<file path="src/rtl/npx_pkg.sv">
// Shared types and constants for the WS2812B frame scheduler.
package npx_pkg;

   typedef enum logic [1:0] {
      IDLE,
      LOAD,
      SEND,
      LATCH
   } npx_state_t;

   localparam int         NPX_WORD_W    = 24;
   localparam logic [2:0] NPX_MAX_SHIFT = 3'd4;

   // Byte lanes of the serializer word: {B, R, G}
   localparam int NPX_B_LSB = 16;
   localparam int NPX_R_LSB = 8;
   localparam int NPX_G_LSB = 0;

endpackage

</file>
<file path="src/rtl/npx_scale.sv">
// Brightness scaling: clamps the shift to NPX_MAX_SHIFT and right-shifts each colour
// component into its byte lane of the pixel word. Purely combinational.
module npx_scale
   import npx_pkg::*;
(
   input  logic [7:0]            r_i,
   input  logic [7:0]            g_i,
   input  logic [7:0]            b_i,
   input  logic [2:0]            shift_i,
   output logic [NPX_WORD_W-1:0] word_o
);

   logic [2:0] shift_clamped;

   always_comb begin
      shift_clamped = (shift_i > NPX_MAX_SHIFT) ? NPX_MAX_SHIFT : shift_i;
      word_o                  = '0;
      word_o[NPX_B_LSB +: 8]  = b_i >> shift_clamped;
      word_o[NPX_R_LSB +: 8]  = r_i >> shift_clamped;
      word_o[NPX_G_LSB +: 8]  = g_i >> shift_clamped;
   end

endmodule

</file>
<file path="src/rtl/npx_frame_scheduler.sv">
// Frame-level controller for the WS2812B serializer: triggers, snapshot, per-LED handshake
// and latch gap. Blink gating is compiled in only when NPX_BLINK_EN is defined.
module npx_frame_scheduler
   import npx_pkg::*;
#(
   parameter int NUM_LEDS     = 60,
   parameter int LATCH_CYCLES = 960,
   parameter int FRAME_DIV    = 200000,
   parameter int BLINK_FRAMES = 30
) (
   input  logic                  clk,
   input  logic                  rst,
   input  logic [7:0]            base_r,
   input  logic [7:0]            base_g,
   input  logic [7:0]            base_b,
   input  logic [2:0]            shift,
   input  logic                  blink_en,
   input  logic                  frame_req,
   output logic                  px_valid,
   output logic [NPX_WORD_W-1:0] px_data,
   output logic                  px_last,
   input  logic                  px_ready,
   output logic                  busy,
   output logic                  frame_done,
   output logic [7:0]            frame_cnt
);

   localparam int TICK_W = $clog2(FRAME_DIV + 1);
   localparam int LAT_W  = $clog2(LATCH_CYCLES + 1);
   localparam logic [TICK_W-1:0] TICK_LAST = TICK_W'(FRAME_DIV - 1);
   localparam logic [LAT_W-1:0]  LAT_LAST  = LAT_W'(LATCH_CYCLES - 1);
   localparam logic [7:0]        LED_LAST  = 8'(NUM_LEDS - 1);

   npx_state_t            state_q, state_d;
   logic                  pending_q, pending_d;
   logic [TICK_W-1:0]     tick_q, tick_d;
   logic [LAT_W-1:0]      lat_q, lat_d;
   logic [7:0]            led_idx_q, led_idx_d;
   logic [7:0]            frame_cnt_q, frame_cnt_d;
   logic [NPX_WORD_W-1:0] word_q, word_d;
   logic [NPX_WORD_W-1:0] scaled_word;
   logic                  tick_wrap;
   logic                  trigger;
   logic                  blank;

   npx_scale u_scale (
      .r_i     (base_r),
      .g_i     (base_g),
      .b_i     (base_b),
      .shift_i (shift),
      .word_o  (scaled_word)
   );

   assign tick_wrap = (tick_q == TICK_LAST);
   assign trigger   = frame_req | tick_wrap;
   assign tick_d    = tick_wrap ? '0 : tick_q + 1'b1;
   assign busy      = (state_q != IDLE);
   assign frame_cnt = frame_cnt_q;

   // NOTE: every signal written here gets a default first, so no path leaves one unassigned (no latches).
   always_comb begin
      state_d     = state_q;
      pending_d   = pending_q;
      lat_d       = lat_q;
      led_idx_d   = led_idx_q;
      frame_cnt_d = frame_cnt_q;
      word_d      = word_q;
      px_valid    = 1'b0;
      px_data     = '0;
      px_last     = 1'b0;
      frame_done  = 1'b0;

      // Triggers arriving mid-frame collapse into one deferred frame
      if (trigger && (state_q != IDLE)) pending_d = 1'b1;

      case (state_q)
         IDLE: begin
            if (trigger || pending_q) begin
               state_d   = LOAD;
               pending_d = 1'b0;
               led_idx_d = '0;
            end
         end
         LOAD: begin
            word_d  = blank ? '0 : scaled_word;
            lat_d   = '0;
            state_d = SEND;
         end
         SEND: begin
            px_valid = 1'b1;
            px_data  = word_q;
            px_last  = (led_idx_q == LED_LAST);
            if (px_ready) begin
               if (px_last) state_d = LATCH;
               else         led_idx_d = led_idx_q + 8'd1;
            end
         end
         LATCH: begin
            if (lat_q == LAT_LAST) begin
               frame_done  = 1'b1;
               frame_cnt_d = frame_cnt_q + 8'd1;
               state_d     = IDLE;
            end else begin
               lat_d = lat_q + 1'b1;
            end
         end
         default: state_d = IDLE;
      endcase
   end

   // NOTE: flops are updated with non-blocking assignments so all of them sample pre-edge values.
   always_ff @(posedge clk or posedge rst) begin
      if (rst) begin
         state_q     <= IDLE;
         pending_q   <= 1'b0;
         tick_q      <= '0;
         lat_q       <= '0;
         led_idx_q   <= '0;
         frame_cnt_q <= '0;
         word_q      <= '0;
      end else begin
         state_q     <= state_d;
         pending_q   <= pending_d;
         tick_q      <= tick_d;
         lat_q       <= lat_d;
         led_idx_q   <= led_idx_d;
         frame_cnt_q <= frame_cnt_d;
         word_q      <= word_d;
      end
   end

`ifdef NPX_BLINK_EN
   localparam int BLK_W = $clog2(BLINK_FRAMES + 1);
   localparam logic [BLK_W-1:0] BLK_LAST = BLK_W'(BLINK_FRAMES - 1);

   logic [BLK_W-1:0] blink_cnt_q, blink_cnt_d;
   logic             blink_off_q, blink_off_d;

   // Blink phase advances on every completed frame, whether or not blink is requested
   always_comb begin
      blink_cnt_d = blink_cnt_q;
      blink_off_d = blink_off_q;
      if (frame_done) begin
         if (blink_cnt_q == BLK_LAST) begin
            blink_cnt_d = '0;
            blink_off_d = ~blink_off_q;
         end else begin
            blink_cnt_d = blink_cnt_q + 1'b1;
         end
      end
   end

   always_ff @(posedge clk or posedge rst) begin
      if (rst) begin
         blink_cnt_q <= '0;
         blink_off_q <= 1'b0;
      end else begin
         blink_cnt_q <= blink_cnt_d;
         blink_off_q <= blink_off_d;
      end
   end

   assign blank = blink_en & blink_off_q;
`else
   logic unused_blink;
   assign unused_blink = blink_en & (BLINK_FRAMES > 0);
   assign blank        = 1'b0;
`endif

endmodule

</file>
<file path="config.mk">
export PLATFORM = sky130hd
export DESIGN_NAME = npx_frame_scheduler
export DESIGN_NICKNAME = d
export VERILOG_FILES = /design/src/rtl/npx_pkg.sv /design/src/rtl/npx_scale.sv /design/src/rtl/npx_frame_scheduler.sv
export SDC_FILE = /design/constraint.sdc
export NUM_CORES = 1
export LEC_CHECK = 0
export ABC_AREA = 1
export BUFFER_PORTS_ARGS = -buffer_cell sky130_fd_sc_hd__buf_2
export CORE_UTILIZATION = 55
export CTS_BUF_LIST = sky130_fd_sc_hd__clkbuf_16
export DETAILED_ROUTE_END_ITERATION = 8
export HOLD_SLACK_MARGIN = 0.08
export PLACE_DENSITY = 0.78
export REMOVE_ABC_BUFFERS = 1
export SLEW_MARGIN = 20
export SYNTH_ARGS = -nofsm -noshare
export SYNTH_HDL_FRONTEND = slang
export SYNTH_SLANG_ARGS = --single-unit
</file>
<file path="constraint.sdc">
create_clock -name clk -period 3.13 [get_ports clk]
set_input_delay 0.1565 -clock clk [delete_from_list [all_inputs] [get_ports clk]]
set_output_delay 0.1565 -clock clk [all_outputs]
set_load 0.01 [all_outputs]
</file>
==> key figures <==
Synthesis
  • Synth cell types: 37
  • Top-count cell post-synth: nand2_1
  • Ys async rst share: 100%
  • Sequential fraction of the synthesis area: 40.9%
  • Area leader, netlist: dfrtp_1
  • Mapped cell area: 4340 µm²
  • Ys Warns: 0
  • EDFF count, synth: 0
  • Ranking of synthesized cells by area: dfrtp_1, nand2_1, nand3_1, inv_1, nor2_1
  • Synth Instances: 612
  • Post-synth top cells: nand2_1, nand3_1, inv_1, dfrtp_1, nor2_1
  • Synth top area share: 40.9%
  • Average cell area after synthesis: 7.09 µm²
  • Main synth FF type: dfrtp_1
  • Yosys reg bits: 71

Final layout
  • # diodes: 0
  • Layout fillers: 682
  • Layout cell share with drive strength beyond 1: 15.4%
  • Final layout net count: 717
  • Layout Cells excl Fill: 784
  • Area delta synth->final: 16.4%

Placed design
  • PortBufs: 66
  • RD Place Congestion: 0.899
  • Placed cells: 767
  • Final HPWL DP: 6950 µm

STA
  • Final setup skew: 0.00540 ns
  • Max-slew violations: 0
  • Tmin final: 2.24 ns
  • Fin Setup TNS: 0 ns
  • Worst slew pin tran: 0.571 ns
  • RSZ-0062 raised after global routing: false
  • Final Cycle Share: 71.6%
  • Max transition margin: 61.8%
  • Worst hold slack: 0.112 ns
  • Max Freq: 446 MHz
  • Final setup viols: 0
  • Final hold violations: 0

Power
  • Leakage: 2.79 nW
  • Power density cells: 676 nW/µm²
  • VDD IR max: 0.000447 V
  • Total power draw: 3.41 mW

Min path
  • Hold Path Cell Cnt: 3
  • HP Class: in2reg

Worst setup path
  • Setup crit end kind: flop
  • Worst endpoint required time: 3.34 ns
  • Worst r2r path cells: 9
  • CP max-delay cell: ha_1
  • Crit Path Max Fanout: 21
  • Worst EP arrival: 2.45 ns
  • CP cell instances: inv_1, ha_1, inv_2, nor2_4, inv_2, nor2_1, inv_1, nor2_1, nor3_2
  • CP max stage delay: 0.42 ns
  • Critical path class: reg2reg
  • Crit start category: flop

Global route
  • Grt total ovfl: 0
  • Initial antenna violation count: 0
  • First-pass GRT wire length: 17300 µm
  • Total GRT Usage: 25.6%
  • Largest net degree at the start of global routing: 72
  • Vias in the first global route: 3969

Clock network
  • CTS Root Cell: clkbuf_16
  • Reg clk slew, reported paths: 0.06 ns
  • Clock buffer depth: 2
  • CTS tree: done
  • CTS sink cnt: 71
  • Clock latency on the worst-skew pair: 0.33 ns
  • Resized cells post-CTS: 0
  • TritonCTS Buffers: 9
  • CTS H-Tree Depth: 3

Outcome
  • Outcome: complete, no violations

Drt
  • Drt drc: 0
  • Antenna violation net count after detailed routing: 0
  • Overall via count from detail_route: 4160
  • Via density per instance: 5.31
  • First drt pass iteration count: 5
  • WL final: 9950 µm
  • Per-cell routed wire length: 12.7 µm
  • Iteration-0 DRC Markers: 217

Floorplanning
  • Initial Util: 56.4%
  • Die footprint: 8250 µm²
  • FP Rows: 32
  • Die height: 90.8 µm
  • Die width: 90.8 µm
  • I/O Pins: 68
  • Core footprint: 7690 µm²

Job
  • Max-Cap Viols: 0
worst max-delay path, delay by kind of cell (launching register included):
family	cells	cell delay, ns
fa+ha+maj	1	0.42
buf+inv	4	0.61
flops	1	0.41
simple gates	4	0.68
power by group:
| group | switching (mW) | internal (mW) |
|---|---|---|
| Combinational | 0.738 | 0.377 |
| Clock | 0.380 | 0.690 |
| Sequential | 0.122 | 1.11 |
| Total | 1.24 | 2.17 |
flip-flops by register name, summed over array words and instances, names as in the netlist:
register	cells
word_q	24
tick_q	18
lat_q	10
frame_cnt	8
led_idx_q	8
state_q	2
pending_q	1
cell type report:
type	instances	area, µm²	share of cell area [%]
Inverter	84	315	6.24
Sequential cell	71	1780	35.2
Multi-Input combinational cell	442	2150	42.6
Timing Repair Buffer	69	368	7.28
Tap cell	102	128	2.53
Clock inverter	7	87.6	1.73
Clock buffer	9	225	4.46
logic make-up (layout without fill, tap and decap cells):
logic type | after synthesis | after routing | synth area share, %
adder cells (fa/ha/maj) | 8 | 8 | 2.31
buffers and inverters | 99 | 169 | 9.49
AO/OA/AOI/OAI | 50 | 50 | 6.98
flip-flops | 71 | 71 | 40.9
AND/OR/NAND/NOR | 364 | 364 | 36.2
XOR/XNOR | 20 | 20 | 4.04
worst paths after layout:
check | startpoint | to | slack (ns)
min in group asynchronous | rst | tick_q[10] | 0.46
hold / removal | base_b[7] | word_q[19] | 0.11
max in group asynchronous | rst | word_q[14] | 2.38
hold reg to reg | word_q[20] | word_q[20] | 0.48
setup reg to reg | state_q[1] | word_q[10] | 0.89
setup / recovery | state_q[1] | word_q[10] | 0.89
layout by cell type, fill, tap and decap left out, types with 3 or more instances in the layout:
cell type  instances
nor3_2             4
clkbuf_16          9
dfrtp_1           71
inv_1             77
nand2_1          189
inv_2              7
xnor2_1            6
nand3_1           85
nor3_1             7
nand4_1            5
nor2_2             4
clkinv_1           3
o21ai_0           15
ha_1               8
xor2_1            14
a21oi_1           12
nor2_1            59
o21ai_1            9
buf_2             66
o22ai_1            3
metrics by stage:
step,cell area [µm²],setup slack (ns),util (%)
after floorplan,4240,1.08,-
after global placement,4730,0.971,61.5
after detailed placement,4730,0.941,61.5
after CTS,5050,0.902,65.7
after global routing,5050,0.674,65.7
final,5050,0.889,65.7
metal layers:
metal | share of wire (%) | GRT usage [%] | up-vias
li1 | - | - | 2076
met1 | 44 | 33.6 | 1925
met2 | 49 | 43.1 | 147
met3 | 5.5 | 3.45 | 12
met4 | 1.1 | 9.52 | 0
met5 | 0 | 0 | -
repair_timing:
action,CTS,global route
hold endpoints to repair,71,0
endpoints found under the setup margin,0,0
setup buffers,0,0
hold buffers,1,0
Note: power is estimated with default switching activity, not from simulation.
